<file path="src/rtl/switch_pkg.sv">
// Shared switch types: port addresses, packet layout at the default payload width, counter width.
package switch_pkg;
  typedef logic [1:0] port_id_t;

  localparam int NUM_PORTS  = 4;
  localparam int CNT_W      = 8;
  localparam int PKT_DATA_W = 8;

  typedef struct packed {
    port_id_t                source;
    port_id_t                target;
    logic [PKT_DATA_W-1:0]   data;
  } pkt_t;
endpackage

</file>
<file path="src/rtl/sync_fifo.sv">
// Synchronous first-word-fall-through FIFO; a write into a full FIFO is accepted
// when a pop happens in the same cycle. The head reads as zero while empty.
module sync_fifo #(
  parameter int WIDTH = 8,
  parameter int DEPTH = 4
) (
  input  logic             clk,
  input  logic             rst,
  input  logic             wr_en,
  input  logic [WIDTH-1:0] wr_data,
  input  logic             rd_en,
  output logic [WIDTH-1:0] rd_data,
  output logic             full,
  output logic             empty
);
  localparam int AW = $clog2(DEPTH);

  logic [WIDTH-1:0] mem [DEPTH];
  logic [AW-1:0]    wr_ptr;
  logic [AW-1:0]    rd_ptr;
  logic [AW:0]      count;
  logic             do_wr;
  logic             do_rd;

  assign full    = (count == (AW+1)'(DEPTH));
  assign empty   = (count == '0);
  assign do_rd   = rd_en && !empty;
  assign do_wr   = wr_en && (!full || do_rd);
  assign rd_data = empty ? '0 : mem[rd_ptr];

  always_ff @(posedge clk or posedge rst) begin
    if (rst) begin
      wr_ptr <= '0;
      rd_ptr <= '0;
      count  <= '0;
    end else begin
      if (do_wr) wr_ptr <= wr_ptr + AW'(1);
      if (do_rd) rd_ptr <= rd_ptr + AW'(1);
      case ({do_wr, do_rd})
        2'b10:   count <= count + (AW+1)'(1);
        2'b01:   count <= count - (AW+1)'(1);
        default: count <= count;
      endcase
    end
  end

  always_ff @(posedge clk) begin
    if (do_wr) mem[wr_ptr] <= wr_data;
  end
endmodule

</file>
<file path="src/rtl/switch_port_host.sv">
// Host endpoint of one switch port: buffered TX into the switch, buffered RX out of it.
// Statistics counters are built only when SWITCH_PORT_HOST_STATS_EN is defined.
module switch_port_host
  import switch_pkg::*;
#(
  parameter int DATA_W  = 8,
  parameter int PORT_ID = 0,
  parameter int DEPTH   = 4
) (
  input  logic              clk,
  input  logic              rst,
  input  logic              tx_valid,
  output logic              tx_ready,
  input  logic [1:0]        tx_target,
  input  logic [DATA_W-1:0] tx_data,
  output logic              sw_valid_in,
  output logic [1:0]        sw_source_in,
  output logic [1:0]        sw_target_in,
  output logic [DATA_W-1:0] sw_data_in,
  input  logic              sw_ready_out,
  input  logic              sw_valid_out,
  input  logic [1:0]        sw_source_out,
  input  logic [1:0]        sw_target_out,
  input  logic [DATA_W-1:0] sw_data_out,
  output logic              rx_valid,
  input  logic              rx_ready,
  output logic [1:0]        rx_source,
  output logic [DATA_W-1:0] rx_data,
  output logic [CNT_W-1:0]  drop_cnt,
  output logic [CNT_W-1:0]  misroute_cnt,
  output logic [CNT_W-1:0]  self_cnt
);
  localparam port_id_t MY_ID = port_id_t'(PORT_ID);
  localparam int       PW    = 2 + DATA_W;

  typedef enum logic {IDLE, SEND} tx_state_e;

  function automatic logic [CNT_W-1:0] sat_inc(input logic [CNT_W-1:0] v);
    return (v == '1) ? v : v + CNT_W'(1);
  endfunction

  logic          tx_full, tx_empty, tx_push, tx_pop;
  logic [PW-1:0] tx_head;
  logic          rx_full, rx_empty;
  logic [PW-1:0] rx_head;
  logic          tx_self, rx_drop, rx_misroute;

  assign tx_ready = !tx_full;
  assign tx_push  = tx_valid && tx_ready && (tx_target != MY_ID);
  assign tx_self  = tx_valid && tx_ready && (tx_target == MY_ID);

  sync_fifo #(.WIDTH(PW), .DEPTH(DEPTH)) u_tx_fifo (
    .clk(clk), .rst(rst),
    .wr_en(tx_push), .wr_data({tx_target, tx_data}),
    .rd_en(tx_pop), .rd_data(tx_head),
    .full(tx_full), .empty(tx_empty)
  );

  // p1: output register toward the switch, held while the switch stalls
  tx_state_e         state_p1;
  logic              vld_p1;
  port_id_t          target_p1;
  logic [DATA_W-1:0] data_p1;

  assign tx_pop = !tx_empty && ((state_p1 == IDLE) || sw_ready_out);

  always_ff @(posedge clk or posedge rst) begin
    if (rst) begin
      state_p1  <= IDLE;
      vld_p1    <= 1'b0;
      target_p1 <= '0;
      data_p1   <= '0;
    end else begin
      case (state_p1)
        IDLE: begin
          if (!tx_empty) begin
            {target_p1, data_p1} <= tx_head;
            vld_p1               <= 1'b1;
            state_p1             <= SEND;
          end
        end
        SEND: begin
          if (sw_ready_out) begin
            if (!tx_empty) begin
              {target_p1, data_p1} <= tx_head;
            end else begin
              vld_p1   <= 1'b0;
              state_p1 <= IDLE;
            end
          end
        end
      endcase
    end
  end

  assign sw_valid_in  = vld_p1;
  assign sw_source_in = MY_ID;
  assign sw_target_in = target_p1;
  assign sw_data_in   = data_p1;

  sync_fifo #(.WIDTH(PW), .DEPTH(DEPTH)) u_rx_fifo (
    .clk(clk), .rst(rst),
    .wr_en(sw_valid_out), .wr_data({sw_source_out, sw_data_out}),
    .rd_en(rx_ready), .rd_data(rx_head),
    .full(rx_full), .empty(rx_empty)
  );

  assign rx_valid               = !rx_empty;
  assign {rx_source, rx_data}   = rx_head;
  // A full FIFO still accepts the packet when the client pops in the same cycle
  assign rx_drop     = sw_valid_out && rx_full && !rx_ready;
  assign rx_misroute = sw_valid_out && (sw_target_out != MY_ID);

`ifdef SWITCH_PORT_HOST_STATS_EN
  logic [CNT_W-1:0] drop_q, misroute_q, self_q;

  always_ff @(posedge clk or posedge rst) begin
    if (rst) begin
      drop_q     <= '0;
      misroute_q <= '0;
      self_q     <= '0;
    end else begin
      if (rx_drop)     drop_q     <= sat_inc(drop_q);
      if (rx_misroute) misroute_q <= sat_inc(misroute_q);
      if (tx_self)     self_q     <= sat_inc(self_q);
    end
  end

  assign drop_cnt     = drop_q;
  assign misroute_cnt = misroute_q;
  assign self_cnt     = self_q;
`else
  logic unused_stats;
  assign unused_stats = ^{rx_drop, rx_misroute, tx_self, sat_inc('0)};
  assign drop_cnt     = '0;
  assign misroute_cnt = '0;
  assign self_cnt     = '0;
`endif
endmodule

</file>
<file path="config.mk">
export PLATFORM = sky130hd
export DESIGN_NAME = switch_port_host
export DESIGN_NICKNAME = d
export VERILOG_FILES = /design/src/rtl/switch_pkg.sv /design/src/rtl/sync_fifo.sv /design/src/rtl/switch_port_host.sv
export SDC_FILE = /design/constraint.sdc
export NUM_CORES = 1
export LEC_CHECK = 0
export BUFFER_PORTS_ARGS = -buffer_cell sky130_fd_sc_hd__buf_2
export CORE_UTILIZATION = 45
export DETAILED_ROUTE_END_ITERATION = 16
export PLACE_DENSITY = 0.71
export REMOVE_ABC_BUFFERS = 1
export SKIP_LAST_GASP = 1
export SLEW_MARGIN = 20
export SYNTH_ARGS = -nofsm -noshare
export SYNTH_HDL_FRONTEND = slang
export SYNTH_HIERARCHICAL = 1
export SYNTH_SLANG_ARGS = --single-unit
</file>
<file path="constraint.sdc">
create_clock -name clk -period 7.3 [get_ports clk]
set_clock_uncertainty 0.05 [all_clocks]
set_input_delay 0.73 -clock clk [delete_from_list [all_inputs] [get_ports clk]]
set_output_delay 0.73 -clock clk [all_outputs]
set_load 0.005 [all_outputs]
</file>
==> results of run 1 <==
==> power breakdown <==
group / switching (W) / internal, W / leakage [nW] / total, W
clock: 0.000195 / 0.000161 / 0.102 / 0.000356
combinational: 0.000263 / 0.000353 / 0.871 / 0.000616
sequential: 0.000125 / 0.000811 / 1.04 / 0.000936
==> critical path: cells and delay by family (launching register included) <==
kind / cells / cell delay [ps]
buffers and inverters: 1 / 120
multiplexers: 1 / 590
flip-flops: 1 / 800
AND/OR/NAND/NOR: 1 / 170
==> state kept, by name, summed over array words and instances, names as in the netlist <==
| register | cells |
|---|---|
| state_p1 | 1 |
| sw_data_in | 8 |
| sw_target_in | 2 |
| sw_valid_in | 1 |
| u_rx_fifo/count | 3 |
| u_rx_fifo/mem | 40 |
| u_rx_fifo/rd_ptr | 2 |
| u_rx_fifo/wr_ptr | 2 |
| u_tx_fifo/count | 3 |
| u_tx_fifo/mem | 40 |
| u_tx_fifo/rd_ptr | 2 |
| u_tx_fifo/wr_ptr | 2 |
==> per-stage QoR <==
step | utilization (%) | hold slack (ps)
2_1_floorplan | - | 405
3_3_place_gp | 49.6 | 422
3_5_place_dp | 49.6 | 437
4_1_cts | 51.6 | 235
5_1_grt | 51.6 | 256
6_report | 51.6 | 251
==> cell type report <==
class	count	area (um^2)	share of cell area (%)
Sequential cell	106	3050	59.8
Tap cell	133	166	3.26
Inverter	20	75.1	1.47
Timing Repair Buffer	49	248	4.85
Multi-Input combinational cell	146	1370	26.8
Clock buffer	9	124	2.42
Clock inverter	7	73.8	1.45
==> layer usage <==
metal | up-vias | wire length (um) | track usage [%]
li1 | 1057 | - | -
met1 | 1125 | 2880 | 15.2
met2 | 77 | 3590 | 25.3
met3 | 8 | 398 | 4.09
met4 | 0 | 83 | 5.51
met5 | - | 0 | 0
==> worst min path at each step <==
stage          cells after the start                   to
6_report                           2   u_rx_fifo/count[0]
5_1_grt                            2  u_rx_fifo/rd_ptr[0]
4_1_cts                            2  u_rx_fifo/rd_ptr[1]
3_5_place_dp                       1   u_tx_fifo/count[2]
3_3_place_gp                       1          sw_valid_in
2_1_floorplan                      1   u_tx_fifo/count[2]
==> metrics.cfg, run 1 <==
[sta]
fin_setup_tns_ps = 0
hold_viol_final = 0
fin_crit_sh_pct = 38.6
finalSetupViolCount = 0
rsz0062_at_grt = no
relSlewSlack_pct = 48.2
tightest_slew_ps = 777
fmax_ghz = 0.355
drv_slew = 0
timing.final.ws_setup_ps = 4480
timing.final.crit_period_ps = 2820

[routing]
drtIter0Drc = 54
vias_per_cell = 4.82
ant_nets = 0
dr.pass1.iters = 4
drc = 0
post_drt_wl_per_cell_um = 14.8
via_count = 2267
routed_wl_um = 6950

[clock_tree]
cts_sinks = 106
cts_setup_buffers = 0
clock_path_buffers = 2
cts.htree.levels = 3
cts_hold_buf = 0
cts_root_buf = clkbuf_8
cts_resized = 0
clock_latency_ps = 360
cts.clk_slew.worst_paths_ps = 90
cts_tree = done
numCtsBuffers = 9

[global_routing]
grt_start_max_net_pins = 19
grt_pass1_vias = 2296
grt_pass1_wl_um = 11300
overflow = 0
track_usage_pct = 13.9
antenna_found_initial = 0

[floorplanning]
row_count = 36
core_area_mm2 = 0.00991
start_util_pct = 47.0
dieArea_mm2 = 0.0108
die_width_um = 104
die_height_um = 104
ios = 77

[placed_design]
hpwl_um = 4770
io_buffers = 48
post_dp_cell_area_mm2 = 0.00491
dp_slack_ps = 4270
place.gp.congestion = 0.694
dp_cells = 454

[setup_path]
slowest_stage = dfrtp_1
crit_start = u_rx_fifo/rd_ptr[0]
worstReg2RegStart = u_tx_fifo/count[0]
rrSetupSlack_ps = 4540
worstPathCellList = mux4_2 -> and2_1 -> buf_2
critPathLaunchType = flop
critPathArrivalTime_ps = 2040
critPathKind = flop to output pin
crit_path_max_incr_delay_ps = 800
setup.worst_path.end = rx_data[0]
endpoint_kind = output pin
worst-path-max-fanout = 12
reg2regPathDepth = 10
timing.rr.end = u_tx_fifo/count[2]
worstPathRequired_ps = 6520

[final_layout]
postLayoutCellArea_mm2 = 0.00511
antenna_cells = 0
final_cell_mix = edfxtp_1 (80), buf_2 (48), conb_1 (26), dfrtp_1 (26)
finish.net_count = 371
layout_commonest_cell = edfxtp_1
fin_cells = 470
syn_to_final_growth_pct = 9.67
layout-drive-gt1-share_pct = 32.6
fillCellCount = 844

[min_path]
hold_class = input port to async pin

[status]
status = completed

[flow_run]
cap_violations = 0

[synthesis]
synth_area_mm2 = 0.00466
syn_inst = 282
ys_warn_count = 6
syn_avg_cell_area_um2 = 16.5

[power_and_ir_drop]
max-vdd-ir-drop_mv = 0.209
p_per_area_mw_per_mm2 = 373
finalPower_w = 0.00191
power_leakage_nw = 2.01

No activity file was read; power rests on OpenSTA's default activity.
==> run 2, diff against run 1 <==
==> constraint.sdc (replaced) <==
create_clock -name clk -period 2.6 [get_ports clk]
set_clock_uncertainty 0.05 [all_clocks]
set_input_delay 0.26 -clock clk [delete_from_list [all_inputs] [get_ports clk]]
set_output_delay 0.26 -clock clk [all_outputs]
set_load 0.005 [all_outputs]
==> metrics.cfg, run 2 (synthesized netlist as in run 1, its figures left out) <==
[sta]
rsz0062_at_grt = no  ; unchanged
fmax_ghz = 0.413
drv_slew = 0  ; unchanged
tightest_slew_ps = 549  ; was 777 ps
relSlewSlack_pct = 63.4  ; was 48.2%
timing.final.crit_period_ps = 2420
fin_crit_sh_pct = 93.0
finalSetupViolCount = 0  ; unchanged
hold_viol_final = 0  ; unchanged
fin_hold_ws_ps = 52.9  ; was 251 ps

[global_routing]
grt_pass1_wl_um = 12100  ; was 11300 um
grt_util_met3_pct = 4.15  ; was 4.09%
met1_usage_pct = 16.1  ; was 15.2%
antenna_found_initial = 0  ; unchanged
grt_pass1_vias = 2411  ; was 2296
grt_use_met2_pct = 27.5  ; was 25.3%
grt_start_max_net_pins = 19  ; unchanged
track_usage_pct = 14.8  ; was 13.9%
overflow = 0  ; unchanged
grt_most_used_layer = met2  ; unchanged

[final_layout]
antenna_cells = 0  ; unchanged
final_cell_mix = edfxtp_1 (80), buf_2 (48), conb_1 (26), dfrtp_1 (26)  ; unchanged
postLayoutCellArea_mm2 = 0.00513  ; was 0.00511 mm^2
syn_to_final_growth_pct = 10.1  ; was 9.67%
layout_commonest_cell = edfxtp_1  ; unchanged
layout-drive-gt1-share_pct = 33.6  ; was 32.6%
finish.net_count = 376  ; was 371
fillCellCount = 845  ; was 844

[setup_path]
rrSetupSlack_ps = 180  ; was 4540 ps
endpoint_kind = flop  ; was output pin
crit_start = u_tx_fifo/count[0]  ; was u_rx_fifo/rd_ptr[0]
worst-path-max-fanout = 7  ; was 12
crit_buf_inv = 4  ; was 1
critPathArrivalTime_ps = 2660  ; was 2040 ps
crit_path_frequent_cell = inv_1
timing.rr.end = u_tx_fifo/count[2]  ; unchanged
reg2regPathDepth = 12  ; was 10
critPathKind = flop to flop  ; was flop to output pin
slowest_stage = dfrtp_1  ; unchanged
worstPathCellList = or3b_4 -> inv_1 -> inv_1 -> o211a_1 -> o21a_4 -> inv_1 -> ha_1 -> inv_1 -> fa_1 -> xor2_1 -> nor2_1 -> xor2_1  ; was mux4_2 -> and2_1 -> buf_2
cp.depth = 12  ; was 3
crit_family = adder cells  ; was flip-flops
setup.worst_path.end = u_tx_fifo/count[2]  ; was rx_data[0]
worstReg2RegStart = u_tx_fifo/count[0]  ; unchanged
crit_path_max_incr_delay_ps = 430  ; was 800 ps
worstPathRequired_ps = 2840  ; was 6520 ps
critPathLaunchType = flop  ; unchanged

[power_and_ir_drop]
finalPower_w = 0.00534  ; was 0.00191 W
p_per_area_mw_per_mm2 = 1040  ; was 373 mW/mm^2
internal-power_w = 0.00367  ; was 0.00132 W
p_sw_share_pct = 31.4  ; was 30.5%
switchingPower_w = 0.00168  ; was 0.000582 W
p_seq_share_pct = 47.5  ; was 49.1%
p_clk_share_pct = 16.9  ; was 18.7%
combPwrFrac_pct = 35.6  ; was 32.3%
max-vdd-ir-drop_mv = 0.538  ; was 0.209 mV
power_leakage_nw = 2.02  ; was 2.01 nW

[floorplanning]
core_area_mm2 = 0.00991  ; unchanged
dieArea_mm2 = 0.0108  ; unchanged
start_util_pct = 47.0  ; unchanged
die_height_um = 104  ; unchanged
die_width_um = 104  ; unchanged
row_count = 36  ; unchanged
ios = 77  ; unchanged

[clock_tree]
cts_tree = done  ; unchanged
clock_path_buffers = 2  ; unchanged
cts.htree.levels = 3  ; unchanged
cts_setup_buffers = 0  ; unchanged
numCtsBuffers = 9  ; unchanged
clock_latency_ps = 360  ; about the same
cts_sinks = 106  ; unchanged
cts.clk_slew.worst_paths_ps = 100  ; was 90 ps
cts_root_buf = clkbuf_8  ; unchanged

[routing]
dr.pass1.iters = 4  ; unchanged
post_drt_wl_per_cell_um = 15.5  ; was 14.8 um
vias_per_cell = 4.87  ; was 4.82
drtIter0Drc = 56  ; was 54
drc = 0  ; unchanged
routed_wl_um = 7370  ; was 6950 um
via_count = 2314  ; was 2267
ant_nets = 0  ; unchanged

[status]
status = completed  ; unchanged

[placed_design]
io_buffers = 48  ; unchanged
hpwl_um = 5000  ; was 4770 um
place.gp.congestion = 0.664  ; was 0.694
post_dp_cell_area_mm2 = 0.00494  ; was 0.00491 mm^2

[flow_run]
cap_violations = 0  ; unchanged

[min_path]
hold_class = input port to flop  ; was input port to async pin
hp-start = tx_data[4]

## run 2: cell types whose count changed in the layout (fill, tap and decap cells not counted)
| cell | delta |
|---|---|
| buf_4 | +4 |
| bufinv_16 | -1 |
| clkinv_4 | +1 |
| clkinvlp_4 | +1 |
| dlygate4sd3_1 | +1 |
| inv_6 | -1 |
| or3b_1 | -1 |
| or3b_4 | +1 |
## run 2: timing repair
item / CTS / global route
endpoints found under the setup margin: 0 / 1
endpoints found under the hold margin: 26 / 0
hold buffers: 1 / 0
gates resized for setup: 0 / 1
## run 2: metrics by stage
stage | setup TNS, ps | instances | utilization, % | setup slack (ps)
floorplan | -668 | 272 | - | -424
global placement | 0 | 458 | 49.9 | 229
detailed placement | 0 | 458 | 49.9 | 193
CTS | 0 | 475 | 51.7 | 159
global route | 0 | 475 | 51.8 | 5.54
finish | 0 | 475 | 51.8 | 181
## run 2: final cells by class
class	count	area, um^2	area share (%)
clock buffer	9	124	2.42
clock inverter	7	51.3	1.00
inverter	20	75.1	1.46
multi-input combinational	146	1370	26.7
sequential	106	3050	59.5
tap	133	166	3.24
timing repair buffer	54	288	5.61
## run 2: worst min-delay path by stage
stage,end,cells past startpoint
6_report,u_tx_fifo/mem[2][4],1
3_5_place_dp,u_rx_fifo/wr_ptr[0],2
2_1_floorplan,u_rx_fifo/count[0],1
3_3_place_gp,u_rx_fifo/wr_ptr[1],2
5_1_grt,u_tx_fifo/mem[2][4],1
4_1_cts,u_tx_fifo/mem[3][2],1
## run 2: power groups by stage
stage	Combinational (W)	Clock (W)	Sequential [W]
after global routing	0.00213	0.000991	0.00259
final	0.00190	0.000902	0.00254
after floorplan	0.00127	0	0.00258
after detailed placement	0.00193	0	0.00258
after global placement	0.00187	0	0.00255
after CTS	0.00194	0.000932	0.00254
## run 2: per-layer routing
layer  vias up  part of all wire (%)
met4         0                  0.92
met1      1156                    39
li1       1069                     -
met5         -                     0
met3         5                   6.1
met2        84                    54
